--- config.mk ---
export PLATFORM = sky130hd
export DESIGN_NAME = iir_coeff_bank_ctrl
export DESIGN_NICKNAME = d
export VERILOG_FILES = /design/src/rtl/iir_coeff_bank_ctrl.sv
export SDC_FILE = /design/constraint.sdc
export NUM_CORES = 1
export LEC_CHECK = 0
export ABC_AREA = 0
export CAP_MARGIN = 40
export CORE_ASPECT_RATIO = 1.1
export CORE_UTILIZATION = 56
export DETAILED_ROUTE_END_ITERATION = 6
export GPL_TIMING_DRIVEN = 0
export MAX_ROUTING_LAYER = met4
export PLACE_DENSITY_LB_ADDON = 0.2
export SYNTH_ARGS = -nofsm -noshare
export SYNTH_HDL_FRONTEND = slang
export SYNTH_SLANG_ARGS = --single-unit
--- constraint.sdc ---
create_clock -name clk -period 4.2 [get_ports clk]
set_input_delay 0.42 -clock clk [delete_from_list [all_inputs] [get_ports clk]]
set_output_delay 0.42 -clock clk [all_outputs]
set_load 0.005 [all_outputs]
--- src/rtl/iir_coeff_bank_ctrl.sv ---
// Coefficient bank controller for the 2nd-order IIR datapath.
// Software fills a shadow bank (b0, b1, b2, a1, a2, gain) one word at a time.
// A commit swaps the whole shadow set into the active bank on a sample boundary.
// An optional history clear then holds filt_clear high for CLR_CYCLES cycles.
module iir_coeff_bank_ctrl #(
  parameter int IN_COEFF_WIDTH = 32,
  parameter int COEFF_WIDTH    = 16,
  parameter int CLR_CYCLES     = 4
) (
  input  logic                            clk,
  input  logic                            rst_n,
  input  logic                            wr_en,
  input  logic [2:0]                      wr_addr,
  input  logic signed [IN_COEFF_WIDTH-1:0] wr_data,
  input  logic                            commit,
  input  logic                            clear_on_commit,
  input  logic                            sample_en,
  output logic signed [COEFF_WIDTH-1:0]   b0_out,
  output logic signed [COEFF_WIDTH-1:0]   b1_out,
  output logic signed [COEFF_WIDTH-1:0]   b2_out,
  output logic signed [COEFF_WIDTH-1:0]   a1_out,
  output logic signed [COEFF_WIDTH-1:0]   a2_out,
  output logic signed [COEFF_WIDTH-1:0]   gain_out,
  output logic                            filt_clear,
  output logic                            busy,
  output logic                            commit_done,
  output logic                            wr_err,
  output logic                            sat_flag
);

  typedef enum logic [2:0] {
    IDLE  = 3'd0,
    ARMED = 3'd1,
    SWAP  = 3'd2,
    CLEAR = 3'd3,
    DONE  = 3'd4
  } state_t;

  localparam int NUM_COEFFS = 6;

  // Saturation limits of the stored coefficient, and the same limits widened
  // to the write-word width so the comparison happens in full precision.
  localparam logic signed [COEFF_WIDTH-1:0] COEFF_MAX = {1'b0, {(COEFF_WIDTH-1){1'b1}}};
  localparam logic signed [COEFF_WIDTH-1:0] COEFF_MIN = {1'b1, {(COEFF_WIDTH-1){1'b0}}};
  localparam logic signed [IN_COEFF_WIDTH-1:0] IN_MAX = IN_COEFF_WIDTH'(COEFF_MAX);
  localparam logic signed [IN_COEFF_WIDTH-1:0] IN_MIN = IN_COEFF_WIDTH'(COEFF_MIN);
  localparam logic [7:0] CLR_LAST = 8'(CLR_CYCLES);

  state_t state_q, state_d;
  logic   clr_req_q, clr_req_d;
  logic [7:0] clr_cnt_q, clr_cnt_d;
  logic signed [COEFF_WIDTH-1:0] shadow_q [NUM_COEFFS];
  logic signed [COEFF_WIDTH-1:0] shadow_d [NUM_COEFFS];
  logic signed [COEFF_WIDTH-1:0] active_q [NUM_COEFFS];
  logic signed [COEFF_WIDTH-1:0] active_d [NUM_COEFFS];
  logic filt_clear_q, filt_clear_d;
  logic busy_q, busy_d;
  logic commit_done_q, commit_done_d;
  logic wr_err_q, wr_err_d;
  logic sat_flag_q, sat_flag_d;

  logic wr_over;
  logic wr_under;
  logic signed [COEFF_WIDTH-1:0] wr_clamped;

  // Clamp the incoming word to the signed coefficient range.
  always_comb begin
    wr_over    = (wr_data > IN_MAX);
    wr_under   = (wr_data < IN_MIN);
    wr_clamped = wr_data[COEFF_WIDTH-1:0];
    if (wr_over) begin
      wr_clamped = COEFF_MAX;
    end else if (wr_under) begin
      wr_clamped = COEFF_MIN;
    end
  end

  // Shadow write path: accepted only in IDLE with a valid index, otherwise flagged.
  always_comb begin
    shadow_d   = shadow_q;
    sat_flag_d = sat_flag_q;
    wr_err_d   = 1'b0;
    if (wr_en) begin
      if ((state_q == IDLE) && (wr_addr <= 3'd5)) begin
        shadow_d[wr_addr] = wr_clamped;
        if (wr_over || wr_under) begin
          sat_flag_d = 1'b1;
        end
      end else begin
        wr_err_d = 1'b1;
      end
    end
  end

  // Commit sequencer: arm, wait for a sample strobe, swap, optional clear, done.
  always_comb begin
    state_d       = state_q;
    clr_req_d     = clr_req_q;
    clr_cnt_d     = clr_cnt_q;
    active_d      = active_q;
    filt_clear_d  = 1'b0;
    commit_done_d = 1'b0;
    case (state_q)
      IDLE: begin
        if (commit) begin
          state_d   = ARMED;
          clr_req_d = clear_on_commit;
        end
      end
      ARMED: begin
        if (sample_en) begin
          state_d = SWAP;
        end
      end
      SWAP: begin
        active_d = shadow_q;
        if (clr_req_q) begin
          state_d      = CLEAR;
          filt_clear_d = 1'b1;
          clr_cnt_d    = 8'd1;
        end else begin
          state_d       = DONE;
          commit_done_d = 1'b1;
        end
      end
      CLEAR: begin
        if (clr_cnt_q >= CLR_LAST) begin
          state_d       = DONE;
          commit_done_d = 1'b1;
        end else begin
          clr_cnt_d    = clr_cnt_q + 8'd1;
          filt_clear_d = 1'b1;
        end
      end
      DONE: begin
        state_d = IDLE;
      end
      default: begin
        state_d = IDLE;
      end
    endcase
    busy_d = (state_d != IDLE);
  end

  // State, bank and status registers with synchronous active-low reset.
  always_ff @(posedge clk) begin
    if (!rst_n) begin
      state_q       <= IDLE;
      clr_req_q     <= 1'b0;
      clr_cnt_q     <= 8'd0;
      filt_clear_q  <= 1'b0;
      busy_q        <= 1'b0;
      commit_done_q <= 1'b0;
      wr_err_q      <= 1'b0;
      sat_flag_q    <= 1'b0;
      for (int i = 0; i < NUM_COEFFS; i++) begin
        shadow_q[i] <= '0;
        active_q[i] <= '0;
      end
    end else begin
      state_q       <= state_d;
      clr_req_q     <= clr_req_d;
      clr_cnt_q     <= clr_cnt_d;
      filt_clear_q  <= filt_clear_d;
      busy_q        <= busy_d;
      commit_done_q <= commit_done_d;
      wr_err_q      <= wr_err_d;
      sat_flag_q    <= sat_flag_d;
      shadow_q      <= shadow_d;
      active_q      <= active_d;
    end
  end

  assign b0_out      = active_q[0];
  assign b1_out      = active_q[1];
  assign b2_out      = active_q[2];
  assign a1_out      = active_q[3];
  assign a2_out      = active_q[4];
  assign gain_out    = active_q[5];
  assign filt_clear  = filt_clear_q;
  assign busy        = busy_q;
  assign commit_done = commit_done_q;
  assign wr_err      = wr_err_q;
  assign sat_flag    = sat_flag_q;

endmodule

==> impl_metrics.json, run 1 <==
{
  "antenna_cells": 0,
  "fmax_mhz": 416,
  "grt_overflow": 0,
  "worst_slack_ns": 1.79,
  "relSlewSlack_pct": 52.9,
  "cts_tree": "yes",
  "cts_max_level": 1,
  "clock_sinks": 209,
  "hold_viol": 0,
  "cp_common_cell": "clkbuf_1",
  "clk_latency_ns": 0.48,
  "synth_mux_area_share_pct": 1.05,
  "cts_root_buf": "clkbuf_16",
  "whs_ns": 0.459,
  "wl_per_cell_um": 16.4,
  "num_rows": 44,
  "syn_area_per_cell_um2": 8.95,
  "layout.nets": 1055,
  "multi_input_area_mm2": 0.00307,
  "die_w_um": 113,
  "critical-path-max-stage-delay_ns": 0.54,
  "fin_tns_setup_ns": 0,
  "fin_area_mm2": 0.00989,
  "hp-start": "clr_cnt_q[3]$_SDFFE_PN0P_",
  "drtIter0Drc": 512,
  "r2r-end": "b1_out[2]$_SDFFE_PN0N_",
  "layout_common_cells": "212 x nand2_1, 209 x dfxtp_1, 139 x clkdlybuf4s50_1",
  "drc": 0,
  "grt_usage_pct": 28.5,
  "die_y_um": 124,
  "core_area_mm2": 0.0132,
  "yosysSeqAreaShare_pct": 55.1,
  "reg2reg_depth": 6,
  "crit_slowest_cell": "nor3b_1",
  "final_common_cell": "nand2_1",
  "postCtsSetupBuffers": 0,
  "synthAdderAreaFrac_pct": 0.329,
  "cts_resized": 0,
  "power_density_mw_per_mm2": 420,
  "register_area_mm2": 0.00418,
  "dieArea_mm2": 0.0140,
  "whs_path_depth": 1,
  "rsz0062_at_grt": "no",
  "cp-end-kind": "register",
  "start_util_pct": 57.5,
  "reg2reg_slack_ns": 1.79,
  "leakagePower_nw": 3.48,
  "grt_pass1_vias": 6012,
  "maxCapViolations": 0,
  "path_class": "reg -> reg",
  "synth_nets": 892,
  "grt_max_degree": 16,
  "synth_simple_gate_area_share_pct": 16.0,
  "yosys_warnings": 0,
  "status": "finished, final reports clean",
  "routed_wl_um": 19400,
  "numCtsBuffers": 20,
  "synth_cell_types": 37,
  "hpwl_um": 12900,
  "drive_gt1_share_pct": 6.05,
  "drv_slew": 0,
  "viasPerCell": 5.59,
  "dp_slack_ns": 1.50,
  "clk_pin_slew_worst_paths_ns": 0.06,
  "ios": 142,
  "vias": 6622,
  "crit_path_max_fanout": 10,
  "fin_crit_sh_pct": 57.3,
  "arrival_ns": 2.81,
  "path_cells": "nor3b_1 -> buf_4 -> clkbuf_1 -> clkbuf_1 -> nand2_1 -> a21boi_0",
  "fillers": 948,
  "placed_cell_area_mm2": 0.00920,
  "grt_pass1_wl_um": 30400,
  "antenna_found_initial": 0,
  "syn_area_mm2": 0.00759,
  "synthXorXnorAreaFrac_pct": 0,
  "peakVddDrop_mv": 0.290,
  "tightest_slew_ns": 0.700,
  "crit_path_start_kind": "register",
  "ys_ff_latch": 209,
  "syn_to_final_growth_pct": 30.3,
  "fin_crit_ns": 2.41,
  "gp_congestion": 0.871,
  "dr.pass1.iters": 5,
  "skew_ns": 0.00668,
  "synth_top_family_by_area": "compound AO/OA/AOI/OAI gates",
  "cts_buffer_depth": 3,
  "io_buffers": 139,
  "cts_hold_buf": 0,
  "timing.rr.start": "state_q[1]$_SDFF_PN0_",
  "hold_class": "reg -> reg",
  "synthCells": 849,
  "synth_compound_area_share_pct": 23.1,
  "hold_end": "clr_cnt_q[3]$_SDFFE_PN0P_",
  "setup_viol": 0,
  "ant_nets": 0,
  "cp.required_ns": 4.60
}
## state kept, by name (all words and copies together), names as in the netlist
name / count
b1_out: 16
gain_out: 16
clr_cnt_q: 8
sat_flag: 1
b2_out: 16
commit_done: 1
clr_req_q: 1
b0_out: 16
shadow_q: 96
a1_out: 16
state_q: 3
filt_clear: 1
a2_out: 16
busy: 1
wr_err: 1
## cell families after synthesis
family	count (synthesis)
AOI/OAI and AO/OA	295
adders and majority gates	2
buffers and inverters	71
DFF	209
muxes	8
and+or+nand+nor	264
## worst max-delay path by stage
stage	start	end	slack, ns	cells after the start
after CTS	state_q[1]$_SDFF_PN0_	b1_out[2]$_SDFFE_PN0N_	1.82	6
after global routing	state_q[1]$_SDFF_PN0_	a1_out[3]$_SDFFE_PN0N_	1.58	6
after floorplan	state_q[1]$_SDFF_PN0_	shadow_q[10]$_SDFFE_PN0P_	2.26	7
after global placement	wr_data[23]	shadow_q[89]$_SDFFE_PN0P_	1.12	6
final	state_q[1]$_SDFF_PN0_	b1_out[2]$_SDFFE_PN0N_	1.79	6
after detailed placement	wr_data[23]	shadow_q[90]$_SDFFE_PN0P_	1.50	7
## layer usage
layer	part of all wire, %	up-vias	GRT usage, %	wire length (um)
li1	-	3198	-	-
met1	43	3088	37.5	8380
met2	45	293	43.9	8740
met3	8.7	43	4.96	1700
met4	3.2	0	11.3	624
met5	0	-	-	0
## per-stage QoR
| step | cells | total power [W] | utilization, % |
|---|---|---|---|
| finish | 1185 | 0.00416 | 74.9 |
| detailed placement | 1151 | 0.00232 | 69.6 |
| global placement | 1149 | 0.00232 | 69.5 |
| CTS | 1185 | 0.00418 | 74.9 |
| global route | 1185 | 0.00429 | 74.9 |
| floorplan | 849 | 0.00221 | - |
## power breakdown
part	switching, W	internal [W]
Clock	0.000730	0.00114
Sequential	0.0000220	0.00202
Combinational	0.000145	0.0000996
## final cells by class
type	instances	area share, %
clock inverter	9	1.21
multi-input combinational	569	31.0
clock buffer	25	5.77
timing repair buffer	141	14.2
inverter	5	0.190
buffer	66	3.24
tap	161	2.04
sequential	209	42.3
## cell usage after synthesis
cell / count / area, um2
a2111oi_0: 3 / 26.3
a21boi_0: 98 / 736
a21oi_1: 95 / 475
a31oi_1: 1 / 6.26
a41o_1: 1 / 10.0
and2_1: 12 / 75.1
and4bb_1: 1 / 12.5
buf_1: 3 / 11.3
buf_2: 4 / 20.0
buf_4: 7 / 52.6
buf_6: 5 / 56.3
clkbuf_1: 44 / 165
clkbuf_2: 3 / 15.0
dfxtp_1: 209 / 4180
ha_1: 2 / 25.0
inv_1: 5 / 18.8
mux2i_1: 8 / 80.1
nand2_1: 212 / 796
nand2b_1: 3 / 18.8
nand3b_1: 1 / 7.51
nand4_1: 4 / 25.0
nand4bb_1: 1 / 11.3
nor2_1: 4 / 15.0
nor2b_1: 8 / 50.1
nor3_1: 2 / 10.0
nor3b_1: 1 / 7.51
nor4_1: 5 / 31.3
nor4_4: 2 / 42.5
nor4b_4: 3 / 71.3
nor4bb_1: 1 / 10.0
o21a_1: 1 / 7.51
o21ai_0: 93 / 465
o21ai_1: 2 / 10.0
o41ai_2: 1 / 16.3
or2_2: 2 / 12.5
or4_1: 1 / 7.51
or4b_1: 1 / 10.0
## worst max-delay path, delay by kind of cell (launching register included)
kind,cells,cell delay [ns]
AOI/OAI and AO/OA,1,0.18
DFF,1,0.44
buffers and inverters,3,1.04
and+or+nand+nor,2,0.67
Note: power is estimated with default switching activity, not from simulation.
==> run 2: changes to the inputs <==
CORE_UTILIZATION = 52   (was 56)
clock period = 2.5 ns   (was 4.2 ns; I/O delays follow)
==> run 2 against run 1 <==
Combinational power up 69%. Critical path depth up 1. Global-route usage down 1.5 points. Flip-flop and latch count unchanged. Largest power group unchanged. Worst hold slack worse by 0.13 ns. Largest cell class unchanged. First-iteration DRC count up 12%. Clock power up 58%. Power up 64%. Die area up 7.6%.
==> impl_metrics.json, run 2 (synthesis gave the netlist of run 1 again) <==
{
  "viasPerCell": 5.33,
  "hold_class": "in -> reg",
  "largest_reg_flops": 96,
  "p_int_w": 0.00526,
  "clk_pin_slew_worst_paths_ns": 0.06,
  "ant_nets": 0,
  "layout.nets": 1055,
  "numCtsBuffers": 21,
  "antenna_found_initial": 0,
  "power.share.clock_pct": 43.5,
  "vias": 6471,
  "postCtsSetupBuffers": 0,
  "finalPower_w": 0.00680,
  "cts_buffer_depth": 3,
  "relSlewSlack_pct": 53.1,
  "hpwl_um": 13400,
  "leakagePower_nw": 3.47,
  "drv_slew": 0,
  "cp-end-kind": "register",
  "dr.pass1.iters": 5,
  "grt_pass1_vias": 6039,
  "cts_max_level": 1,
  "cts_tree": "yes",
  "final_common_cell": "nand2_1",
  "cts_resized": 0,
  "io_buffers": 139,
  "status": "finished, final reports clean",
  "die_y_um": 129,
  "clock_sinks": 209,
  "core_area_mm2": 0.0140,
  "power.switching_w": 0.00154,
  "start_util_pct": 54.2,
  "arrival_ns": 2.68,
  "fmax_mhz": 429,
  "clk_latency_ns": 0.49,
  "path_class": "reg -> reg",
  "comb_power_share_pct": 6.1,
  "skew_ns": 0.0110,
  "gp_congestion": 0.857,
  "maxCapViolations": 0,
  "setup_viol": 0,
  "fin_area_mm2": 0.00990,
  "antenna_cells": 0,
  "fin_crit_ns": 2.33,
  "tightest_slew_ns": 0.696,
  "placed_cell_area_mm2": 0.00923,
  "dieArea_mm2": 0.0151,
  "routed_wl_um": 19600,
  "drtIter0Drc": 571,
  "ios": 142,
  "wl_per_cell_um": 16.2,
  "peakVddDrop_mv": 0.603,
  "cts_hold_buf": 0,
  "cts_root_buf": "clkbuf_16",
  "crit_path_max_fanout": 10,
  "cp.required_ns": 2.85,
  "drc": 0,
  "grt_pass1_wl_um": 30700,
  "grt_usage_pct": 27.0,
  "sw_frac_of_total_pct": 22.7,
  "syn_to_final_growth_pct": 30.4,
  "seq_power_share_pct": 50.4,
  "die_w_um": 117,
  "grt_max_degree": 15,
  "power_density_mw_per_mm2": 687,
  "drive_gt1_share_pct": 6.34,
  "rsz0062_at_grt": "no",
  "grt_overflow": 0,
  "crit_path_start_kind": "register",
  "regMostFlops": "shadow_q",
  "fin_crit_sh_pct": 93.2,
  "layout_common_cells": "212 x nand2_1, 209 x dfxtp_1, 139 x clkdlybuf4s50_1",
  "hold_viol": 0,
  "num_rows": 45
}
run 2: critical path, stage by stage, from the launching register on:
cell	delay, ns
dfxtp_1	0.36
or4b_1	0.60
buf_6	0.18
nor4b_4	0.48
and2_1	0.20
buf_4	0.14
buf_6	0.15
a21oi_1	0.08
run 2: worst paths after layout:
| kind | startpoint | endpoint | slack [ns] | depth (start not counted) |
|---|---|---|---|---|
| setup reg to reg | state_q[1]$_SDFF_PN0_ | shadow_q[74]$_SDFFE_PN0P_ | 0.17 | 7 |
| setup / recovery | state_q[1]$_SDFF_PN0_ | shadow_q[74]$_SDFFE_PN0P_ | 0.17 | 7 |
| hold reg to reg | shadow_q[87]$_SDFFE_PN0P_ | b0_out[7]$_SDFFE_PN0N_ | 0.46 | 2 |
| hold / removal | wr_data[31] | shadow_q[79]$_SDFFE_PN0P_ | 0.33 | 3 |
run 2: power by group through the flow:
stage / Combinational, W / Clock, W / Sequential [W]
after global placement: 0.000397 / 0 / 0.00350
after floorplan: 0.000219 / 0 / 0.00349
final: 0.000413 / 0.00296 / 0.00343
after CTS: 0.000406 / 0.00299 / 0.00343
after global routing: 0.000446 / 0.00315 / 0.00343
after detailed placement: 0.000402 / 0 / 0.00350
run 2: final cells by class:
| type | count | area (um2) |
|---|---|---|
| multi-input combinational | 569 | 3090 |
| timing repair buffer | 140 | 1400 |
| inverter | 5 | 18.8 |
| fill | 1097 | 4120 |
| clock buffer | 30 | 609 |
| sequential | 209 | 4180 |
| buffer | 66 | 325 |
| clock inverter | 6 | 43.8 |
| tap | 188 | 235 |
run 2: metal layers:
layer | routed length [um] | share of wire, % | track usage [%] | vias up
met3 | 1290 | 6.6 | 3.72 | 36
met4 | 510 | 2.6 | 8.64 | 0
met2 | 8950 | 46 | 41.6 | 228
met1 | 8850 | 45 | 36.4 | 3011
li1 | - | - | - | 3196
met5 | 0 | 0 | - | -
run 2: through the flow:
step	setup slack (ns)	TNS (ns)	hold WS (ns)	utilization, %	instances
after floorplan	0.561	0	0.364	-	849
after global placement	-0.378	-19.14	0.440	65.8	1176
after detailed placement	-0.380	-15.48	0.446	65.8	1177
after CTS	0.109	0	0.316	70.5	1213
after global routing	0.0623	0	0.369	70.6	1213
final	0.170	0	0.332	70.6	1213
